===== config.mk =====
export PLATFORM = sky130hd
export DESIGN_NAME = uart_tx_arbiter
export DESIGN_NICKNAME = d
export VERILOG_FILES = /design/src/rtl/uart_arb_pkg.sv /design/src/rtl/uart_tx_arbiter_rr_picker.sv /design/src/rtl/uart_tx_arbiter.sv
export SDC_FILE = /design/constraint.sdc
export NUM_CORES = 1
export LEC_CHECK = 0
export CORE_ASPECT_RATIO = 1.1
export CORE_MARGIN = 4
export CORE_UTILIZATION = 53
export CTS_CLUSTER_DIAMETER = 120
export DETAILED_ROUTE_END_ITERATION = 16
export PLACE_DENSITY_LB_ADDON = 0.12
export SYNTH_ARGS = -nofsm -noshare
export SYNTH_HDL_FRONTEND = slang
export SYNTH_SLANG_ARGS = --single-unit

===== constraint.sdc =====
create_clock -name clk -period 3.65 [get_ports clk]
set_input_delay 0.73 -clock clk [delete_from_list [all_inputs] [get_ports clk]]
set_output_delay 0.73 -clock clk [all_outputs]
set_load 0.1 [all_outputs]

===== src/rtl/uart_arb_pkg.sv =====
// Shared definitions for the UART TX packet arbiter: FSM state encoding
// and the round-robin pointer wrap helper.
package uart_arb_pkg;

  typedef logic [1:0] arb_state_t;

  localparam arb_state_t ST_IDLE = 2'd0;
  localparam arb_state_t ST_XFER = 2'd1;
  localparam arb_state_t ST_GAP  = 2'd2;

  // Pointer to the requester after 'cur', wrapping from n_req-1 back to 0.
  function automatic int unsigned rr_next(input int unsigned cur, input int unsigned n_req);
    if (cur + 1 >= n_req) begin
      return 0;
    end
    return cur + 1;
  endfunction

endpackage


===== src/rtl/uart_tx_arbiter_rr_picker.sv =====
// Combinational round-robin picker: returns the first asserted request at
// or after rr_ptr_i, searching cyclically, plus a flag that any request is up.
module rr_picker #(
  parameter int N_REQ = 3,
  parameter int IDW   = 2
) (
  input  logic [N_REQ-1:0] req_i,
  input  logic [IDW-1:0]   rr_ptr_i,
  output logic [IDW-1:0]   winner_o,
  output logic             any_req_o
);

  int idx;

  // Scan offsets 0..N_REQ-1 from the pointer; the first hit is kept.
  always_comb begin
    winner_o  = '0;
    any_req_o = 1'b0;
    idx       = 0;
    for (int k = 0; k < N_REQ; k++) begin
      idx = int'(rr_ptr_i) + k;
      if (idx >= N_REQ) begin
        idx = idx - N_REQ;
      end
      if (!any_req_o && req_i[IDW'(idx)]) begin
        any_req_o = 1'b1;
        winner_o  = IDW'(idx);
      end
    end
  end

endmodule


===== src/rtl/uart_tx_arbiter.sv =====
// Packet-level round-robin arbiter feeding one UART TX byte channel.
// The grant is held for a whole packet, an idle gap follows every packet,
// and a packet whose owner stops presenting bytes is aborted on timeout.
//
// state | meaning
// IDLE  | no grant; choose a winner when any request is up
// XFER  | granted requester's bytes pass straight through to the TX core
// GAP   | enforced quiet time between packets
module uart_tx_arbiter
  import uart_arb_pkg::*;
#(
  parameter int N_REQ          = 3,
  parameter int GAP_CYCLES     = 16,
  parameter int TIMEOUT_CYCLES = 50000
) (
  input  logic                       clk,
  input  logic                       reset,
  input  logic [N_REQ-1:0]           req_valid,
  input  logic [8*N_REQ-1:0]         req_data,
  input  logic [N_REQ-1:0]           req_last,
  output logic [N_REQ-1:0]           req_ready,
  output logic                       tx_valid,
  output logic [7:0]                 tx_data,
  input  logic                       tx_ready,
  output logic [$clog2(N_REQ)-1:0]   grant_id,
  output logic                       busy,
  output logic                       timeout_err,
  output logic [$clog2(N_REQ)-1:0]   timeout_id
);

  localparam int IDW = $clog2(N_REQ);
  // A zero-length gap still needs a legal one-bit counter.
  localparam int GW  = (GAP_CYCLES > 0) ? $clog2(GAP_CYCLES + 1) : 1;
  localparam int TW  = $clog2(TIMEOUT_CYCLES + 1);

  localparam logic [GW-1:0] GAP_LAST = GW'((GAP_CYCLES > 0) ? GAP_CYCLES - 1 : 0);
  localparam logic [TW-1:0] TO_LAST  = TW'(TIMEOUT_CYCLES - 1);
  localparam logic [TW-1:0] TO_MAX   = TW'(TIMEOUT_CYCLES);
  localparam arb_state_t    ST_AFTER = (GAP_CYCLES == 0) ? ST_IDLE : ST_GAP;

  arb_state_t     state_q,   state_d;
  logic [IDW-1:0] rr_ptr_q,  rr_ptr_d;
  logic [IDW-1:0] grant_q,   grant_d;
  logic [GW-1:0]  gap_cnt_q, gap_cnt_d;
  logic [TW-1:0]  to_cnt_q,  to_cnt_d;
  logic           terr_q,    terr_d;
  logic [IDW-1:0] tid_q,     tid_d;

  logic [IDW-1:0] pick_winner;
  logic           pick_any;

  logic           in_xfer;
  logic           cur_valid;
  logic           cur_last;
  logic [7:0]     cur_data;
  logic           pkt_done;
  logic           to_expire;
  logic [IDW-1:0] grant_next_ptr;

  rr_picker #(
    .N_REQ (N_REQ),
    .IDW   (IDW)
  ) u_picker (
    .req_i     (req_valid),
    .rr_ptr_i  (rr_ptr_q),
    .winner_o  (pick_winner),
    .any_req_o (pick_any)
  );

  assign in_xfer        = (state_q == ST_XFER);
  assign cur_valid      = req_valid[grant_q];
  assign cur_last       = req_last[grant_q];
  assign cur_data       = req_data[{grant_q, 3'b000} +: 8];
  assign pkt_done       = tx_valid & tx_ready & cur_last;
  // Valid low on the cycle the count would reach TIMEOUT_CYCLES aborts now.
  assign to_expire      = in_xfer & ~cur_valid & (to_cnt_q == TO_LAST);
  assign grant_next_ptr = IDW'(rr_next(32'(grant_q), N_REQ));

  assign tx_valid    = in_xfer & cur_valid;
  assign tx_data     = in_xfer ? cur_data : 8'h00;
  assign grant_id    = grant_q;
  assign busy        = (state_q != ST_IDLE);
  assign timeout_err = terr_q;
  assign timeout_id  = tid_q;

  // Only the granted requester sees the TX core's ready, and only in XFER.
  always_comb begin
    req_ready = '0;
    if (in_xfer) begin
      req_ready[grant_q] = tx_ready;
    end
  end

  // FSM next state, grant/pointer updates and both counters.
  always_comb begin
    state_d   = state_q;
    rr_ptr_d  = rr_ptr_q;
    grant_d   = grant_q;
    gap_cnt_d = gap_cnt_q;
    to_cnt_d  = to_cnt_q;
    terr_d    = 1'b0;
    tid_d     = tid_q;

    case (state_q)
      ST_IDLE: begin
        gap_cnt_d = '0;
        to_cnt_d  = '0;
        if (pick_any) begin
          grant_d = pick_winner;
          state_d = ST_XFER;
        end
      end

      ST_XFER: begin
        if (pkt_done) begin
          rr_ptr_d = grant_next_ptr;
          to_cnt_d = '0;
          state_d  = ST_AFTER;
        end else if (cur_valid) begin
          // A byte on offer, even if stalled by tx_ready, is not idleness.
          to_cnt_d = '0;
        end else if (to_expire) begin
          terr_d   = 1'b1;
          tid_d    = grant_q;
          rr_ptr_d = grant_next_ptr;
          to_cnt_d = '0;
          state_d  = ST_AFTER;
        end else if (to_cnt_q != TO_MAX) begin
          to_cnt_d = to_cnt_q + 1'b1;
        end
      end

      ST_GAP: begin
        if (gap_cnt_q == GAP_LAST) begin
          gap_cnt_d = '0;
          state_d   = ST_IDLE;
        end else begin
          gap_cnt_d = gap_cnt_q + 1'b1;
        end
      end

      default: begin
        state_d   = ST_IDLE;
        gap_cnt_d = '0;
        to_cnt_d  = '0;
      end
    endcase
  end

  // State registers with synchronous reset; reset drops any grant at once.
  always_ff @(posedge clk) begin
    if (reset) begin
      state_q   <= ST_IDLE;
      rr_ptr_q  <= '0;
      grant_q   <= '0;
      gap_cnt_q <= '0;
      to_cnt_q  <= '0;
      terr_q    <= 1'b0;
      tid_q     <= '0;
    end else begin
      state_q   <= state_d;
      rr_ptr_q  <= rr_ptr_d;
      grant_q   <= grant_d;
      gap_cnt_q <= gap_cnt_d;
      to_cnt_q  <= to_cnt_d;
      terr_q    <= terr_d;
      tid_q     <= tid_d;
    end
  end

endmodule


# Yosys cells after proc, flatten, opt, wreduce, memory -nomap -nowiden
# Index checks and enable logic that the tools add are counted.
classes:
  add_sub_neg: 8
  order_cmp: 9
  n_eq_ne: 11
  n_shift: 1
  n_mux: 45
  n_bitwise: 10
  reduce_logical: 14
ops:
  columns: ["operator", "n"]
  rows:
  - ["$mux 16", 4]
  - ["$pmux 16 s2", 1]
  - ["$mux 2", 15]
  - ["$shiftx 24x6->8", 1]
  - ["$add 16x1->16 const B", 1]
  - ["$eq 16x16->1 const B", 1]
  - ["$ne 16x16->1 const B", 1]
  - ["$mux 1", 14]
  - ["$lt 2x4->1 const B", 3]
  - ["$bmux 1 s2", 5]
  - ["$pmux 5 s2", 1]
  - ["$ge 3x2->1 const B", 3]
  - ["$mux 8", 1]
  - ["$reduce_and 4->1", 2]
  - ["$add 2x1->3 const B", 2]
  - ["$pmux 2 s3", 1]
  - ["$add 5x1->5 const B", 1]
  - ["$and 1x1->1", 5]
  - ["$eq 5x4->1 const B", 1]
  - ["$mux 5", 1]
  - ["$ne 5x1->1 const B", 1]
  - ["$ne 2x2->1 const B", 2]
  - ["$not 1->1", 4]
  - ["$reduce_and 2->1", 2]
  - ["other kinds (20)", 25]
word_totals:
  regBits: 30
  in_bits: 33
  output_inout_bits: 18
  word_cells: 105

# Longest topological paths before layout
depth:
  word_depth: 14
  mapped_depth: 8
  mapped_depth_nobuf: 7

# By module
# From an unflattened synthesis, not the netlist that was laid out.
unflattened:
  hier_cells: 243
  area_unflattened_um2: 1966.9
modules_own_cells:
  columns: ["module", "instances", "cells_per_inst", "area_per_inst_um2", "seq_area_each_um2"]
  rows:
  - ["uart_tx_arbiter", 1, 217, 1766.7, 600.6]
  - ["rr_picker", 1, 26, 200.2, 0.0]

# Least setup slack after synthesis
# No wires, ideal clock.
synth_timing:
  path_type: "register -> output"
  start: "register grant_q[1], in the netlist grant_id[1]"
  end: "output port req_ready[2]"
  arrival_time_ps: 3918
  required_ps: 2920
  slack_ps: -998
  path_stages_with_launch: 4
  n_path_buf: 2
  path_cell_list: "dfxtp_1 > buf_2 > buf_1 > nor3b_1"
synth_between:
  elab_chain_cells: 6
synth_lines:
  columns: ["item", "line", "rtl"]
  rows:
  - ["start: declaration", "uart_tx_arbiter.sv:43", "logic [IDW-1:0] grant_q, grant_d;"]
  - ["start signal: assignment", "uart_tx_arbiter.sv:163", "grant_q <= grant_d;"]
  - ["$lt 2x3->1 (implied by the code) / $ge 2x1->1 (equally long branches)", "uart_tx_arbiter.sv:90", "req_ready[grant_q] = tx_ready;"]
  - ["$logic_and 1x1->1 (implied by the code)", "uart_tx_arbiter.sv:90", null]
  - ["$mux 1 (implied by the code)", "uart_tx_arbiter.sv:90", null]
  - ["$demux 1 s2 *", "uart_tx_arbiter.sv:90", null]
  - ["$and 3x3->3 (no source line) *", null, null]
  - ["$mux 3 *", "uart_tx_arbiter.sv:89", "if (in_xfer) begin"]
  - ["end: declaration", "uart_tx_arbiter.sv:21", "output logic [N_REQ-1:0] req_ready,"]
# Every way passes the cells marked *; elsewhere a longest branch is shown, timed or not.

# Final worst setup path
layout_timing:
  start: "input port req_valid[0]"
  end: "output port tx_valid"
layout_between:
  elab_chain_cells: 3
layout_lines:
  columns: ["item", "line", "rtl"]
  rows:
  - ["start: declaration", "uart_tx_arbiter.sv:18", "input logic [N_REQ-1:0] req_valid,"]
  - ["$bmux 1 s2", "uart_tx_arbiter.sv:71", "assign cur_valid = req_valid[grant_q];"]
  - ["$mux 1 (implied by the code)", "uart_tx_arbiter.sv:71", null]
  - ["$and 1x1->1", "uart_tx_arbiter.sv:79", "assign tx_valid = in_xfer & cur_valid;"]
  - ["end: declaration", "uart_tx_arbiter.sv:22", "output logic tx_valid,"]
# No other way between the ends. The select of a mux whose other input is x is not followed.

==> flow_summary_export.csv <==
group,metric,value,unit
status,status,"finished, final reports clean",
synth,synth_area_per_cell,7.806,um^2
drt,vias,2100,
setup_path,critPathArrivalTime,2.19,ns
cts,cts_tree,"done",
placement,dpl_cell_area,0.002556,mm^2
synth,synth_cells,264,
global_routing,grt_pass1_vias,1975,
layout,multi_input_area,0.001348,mm^2
global_routing,grt_overflow,0,
layout,final_area,0.002648,mm^2
drt,drtIter0Drc,142,
pwr,power_density,354.3,mW/mm^2
setup_path,critPathRequiredTime,2.92,ns
floorplan,rows,23,
floorplan,core,0.003684,mm^2
setup_path,r2r_cells,6,
layout,final_common_cell,"clkdlybuf4s50_1",
worst_hold_path,hold_depth,2,
timing,finalCritPeriodShare,80.09,%
synth,ys_warn_count,0,
cts,hold_buffers,0,
synth,syn_area,0.002061,mm^2
setup_path,rrSetupSlack,1.30,ns
layout,final_cells,361,
cts,clk_pin_slew,0.06,ns
floorplan,start_util,55.94,%
floorplan,chipWidth,67.46,um
timing,fin_setup_tns,0,ns
setup_path,reg2reg_from,"grant_id[1]",
timing,skew,0.004526,ns
worst_hold_path,holdPathEnd,"timeout_id[1]",
layout,antennaDiodeCount,0,
layout,layout-drive-gt1-share,15.76,%
setup_path,crit_path_end_kind,"output pin",
synth,synth-edff-count,0,
placement,post-place-cells,353,
timing,max_freq,342.1,MHz
drt,drc,0,
cts,cts_max_level,2,
setup_path,start_kind,"input port",
drt,viasPerCell,5.817,
cts,cts_sinks,30,
cts,cts_setup_buffers,0,
timing,final-hold-violation-count,0,
floorplan,dieHeight,73.40,um
global_routing,grt_max_degree,20,
layout,seq_area,600.6,um^2
layout,area_growth,28.48,%
cts,cts_buffers,5,
setup_path,reg2reg_to,"to_cnt_q[9]",
synth,ys.flop_type,"dfxtp_1",
timing,max_slew_margin,34.37,%
timing,fin_crit,2.923,ns
floorplan,die_area,0.004951,mm^2
placement,dpl.hpwl,4022,um
drt,first_pass_iters,4,
layout,mostFrequentLayoutCells,"clkdlybuf4s50_1, dfxtp_1, nor2_1",
cts,cts_resized,0,
synth,synth_cell_types,55,
global_routing,antenna_found_initial,0,
setup_path,worstPathMaxFanout,8,
pwr,leakagePower,0.0009193,uW
drt,drt-total-wl,5341,um
timing,rsz0062_at_grt,"false",
floorplan,num_io_pins,51,
cts,cts_max_path_buffers,2,
timing,finalSetupViolCount,0,
timing,tightest_slew,0.9813,ns
synth,ys_ff_latch,30,
placement,place_congestion,0.8797,
cts,root_buffer,"clkbuf_8",
timing,slew_violations,0,
layout,final_nets,349,
placement,io_buffers,50,
job,drv_cap,0,
pwr,ir_drop,271.9,uV
worst_hold_path,hp-class,"register to register",
global_routing,grt_use_total,22.33,%
drt,wl_per_cell,14.80,um
global_routing,grt_pass1_wl,8735,um
synth,syn-num-nets,303,
layout,nFillCells,325,
synth,synth-seq-area-share,29.14,%
worst_hold_path,hp-start,"timeout_id[1]",
cts,clock_latency,0.28,ns
drt,final_antenna_net_count,0,
synth,synth-async-reset-ratio,0,%
setup_path,crit_type,"input port to output pin",
[cells in the mapped netlist (2+ instances only)]
master    count  area share, %
nor2_1       37            6.7
dfxtp_1      30             29
a21oi_1      23            5.6
nand2_1      16            2.9
o21ai_0      16            3.9
mux2i_1      14            6.8
nand3_1      12            2.9
inv_1        10            1.8
clkbuf_1      9            1.6
nand2b_1      7            2.1
nand4_1       7            2.1
nor3_1        7            1.7
ha_1          6            3.6
nor2b_1       5            1.5
a311oi_1      4            1.7
and3_1        4            1.2
a32o_1        3            1.5
nand3b_1      3            1.1
nor3b_1       3            1.1
nor4_1        3           0.91
xor2_1        3            1.3
a211o_1       2           0.85
a211oi_1      2           0.73
a21bo_2       2           0.97
a31oi_1       2           0.61
and2_1        2           0.61
buf_2         2           0.49
or2_2         2           0.61
or4_4         2            1.1
[per-stage QoR]
step                      setup WS (ns)  total power [uW]  hold slack (ns)  utilization, %
after floorplan                -0.03664             594.9           0.4536               -
after global placement           0.7656             672.0           0.4389           69.40
after detailed placement         0.7543             674.8           0.4545           69.40
after CTS                        0.7437             948.1           0.4633           71.88
after global routing             0.5846             981.0           0.4813           71.88
final                            0.7266             938.0           0.4656           71.88
[sequential cells by signal (all words and copies together), names as in the netlist]
name and count:
gap_cnt_q 5, timeout_id 2, timeout_err 1, grant_id 2, rr_ptr_q 2, state_q 2
to_cnt_q 16
[worst max-delay path: stages]
cell	delay [ns]
clkdlybuf4s50_1	0.60
mux2i_1	0.13
o21ai_0	0.29
and2_1	0.25
buf_12	0.19
[worst max-delay path by stage]
stage / cells after the start / from / slack [ns] / endpoint
after floorplan: 3 / grant_id[1] / -0.04 / req_ready[2]
after global placement: 5 / req_valid[0] / 0.77 / tx_valid
after detailed placement: 5 / req_valid[0] / 0.75 / tx_valid
after CTS: 5 / req_valid[0] / 0.74 / tx_valid
after global routing: 5 / req_valid[0] / 0.58 / tx_valid
final: 5 / req_valid[0] / 0.73 / tx_valid
[logic make-up (layout without fill, tap and decap cells)]
kind of cell | count (synthesis) | count (layout) | synth area share [%]
mux | 14 | 14 | 6.800
compound gates | 67 | 67 | 21.07
fa+ha+maj | 6 | 6 | 3.643
buf+inv | 25 | 72 | 6.921
simple gates | 118 | 118 | 30.72
xor+xnor | 4 | 4 | 1.700
flops | 30 | 30 | 29.14
[layer usage]
| layer | GRT usage [%] | part of all wire (%) |
|---|---|---|
| met4 | 7.432 | 1.6 |
| met3 | 6.575 | 8.4 |
| met1 | 26.41 | 44 |
| met5 | 0 | 0 |
| met2 | 38.21 | 46 |
[report_power, final]
part	total, uW	internal [uW]	switching, uW
combinational	327	105	222
clock	270	152	119
sequential	341	333	7.61
total	938	590	348
[layout make-up]
type / instances / share of cell area [%]
Multi-Input combinational cell: 209 / 50.90
Sequential cell: 30 / 22.68
Timing Repair Buffer: 54 / 19.19
Clock buffer: 7 / 3.261
Tap cell: 50 / 2.363
Inverter: 10 / 1.418
Clock inverter: 1 / 0.1890
Note: power is estimated with default switching activity, not from simulation.
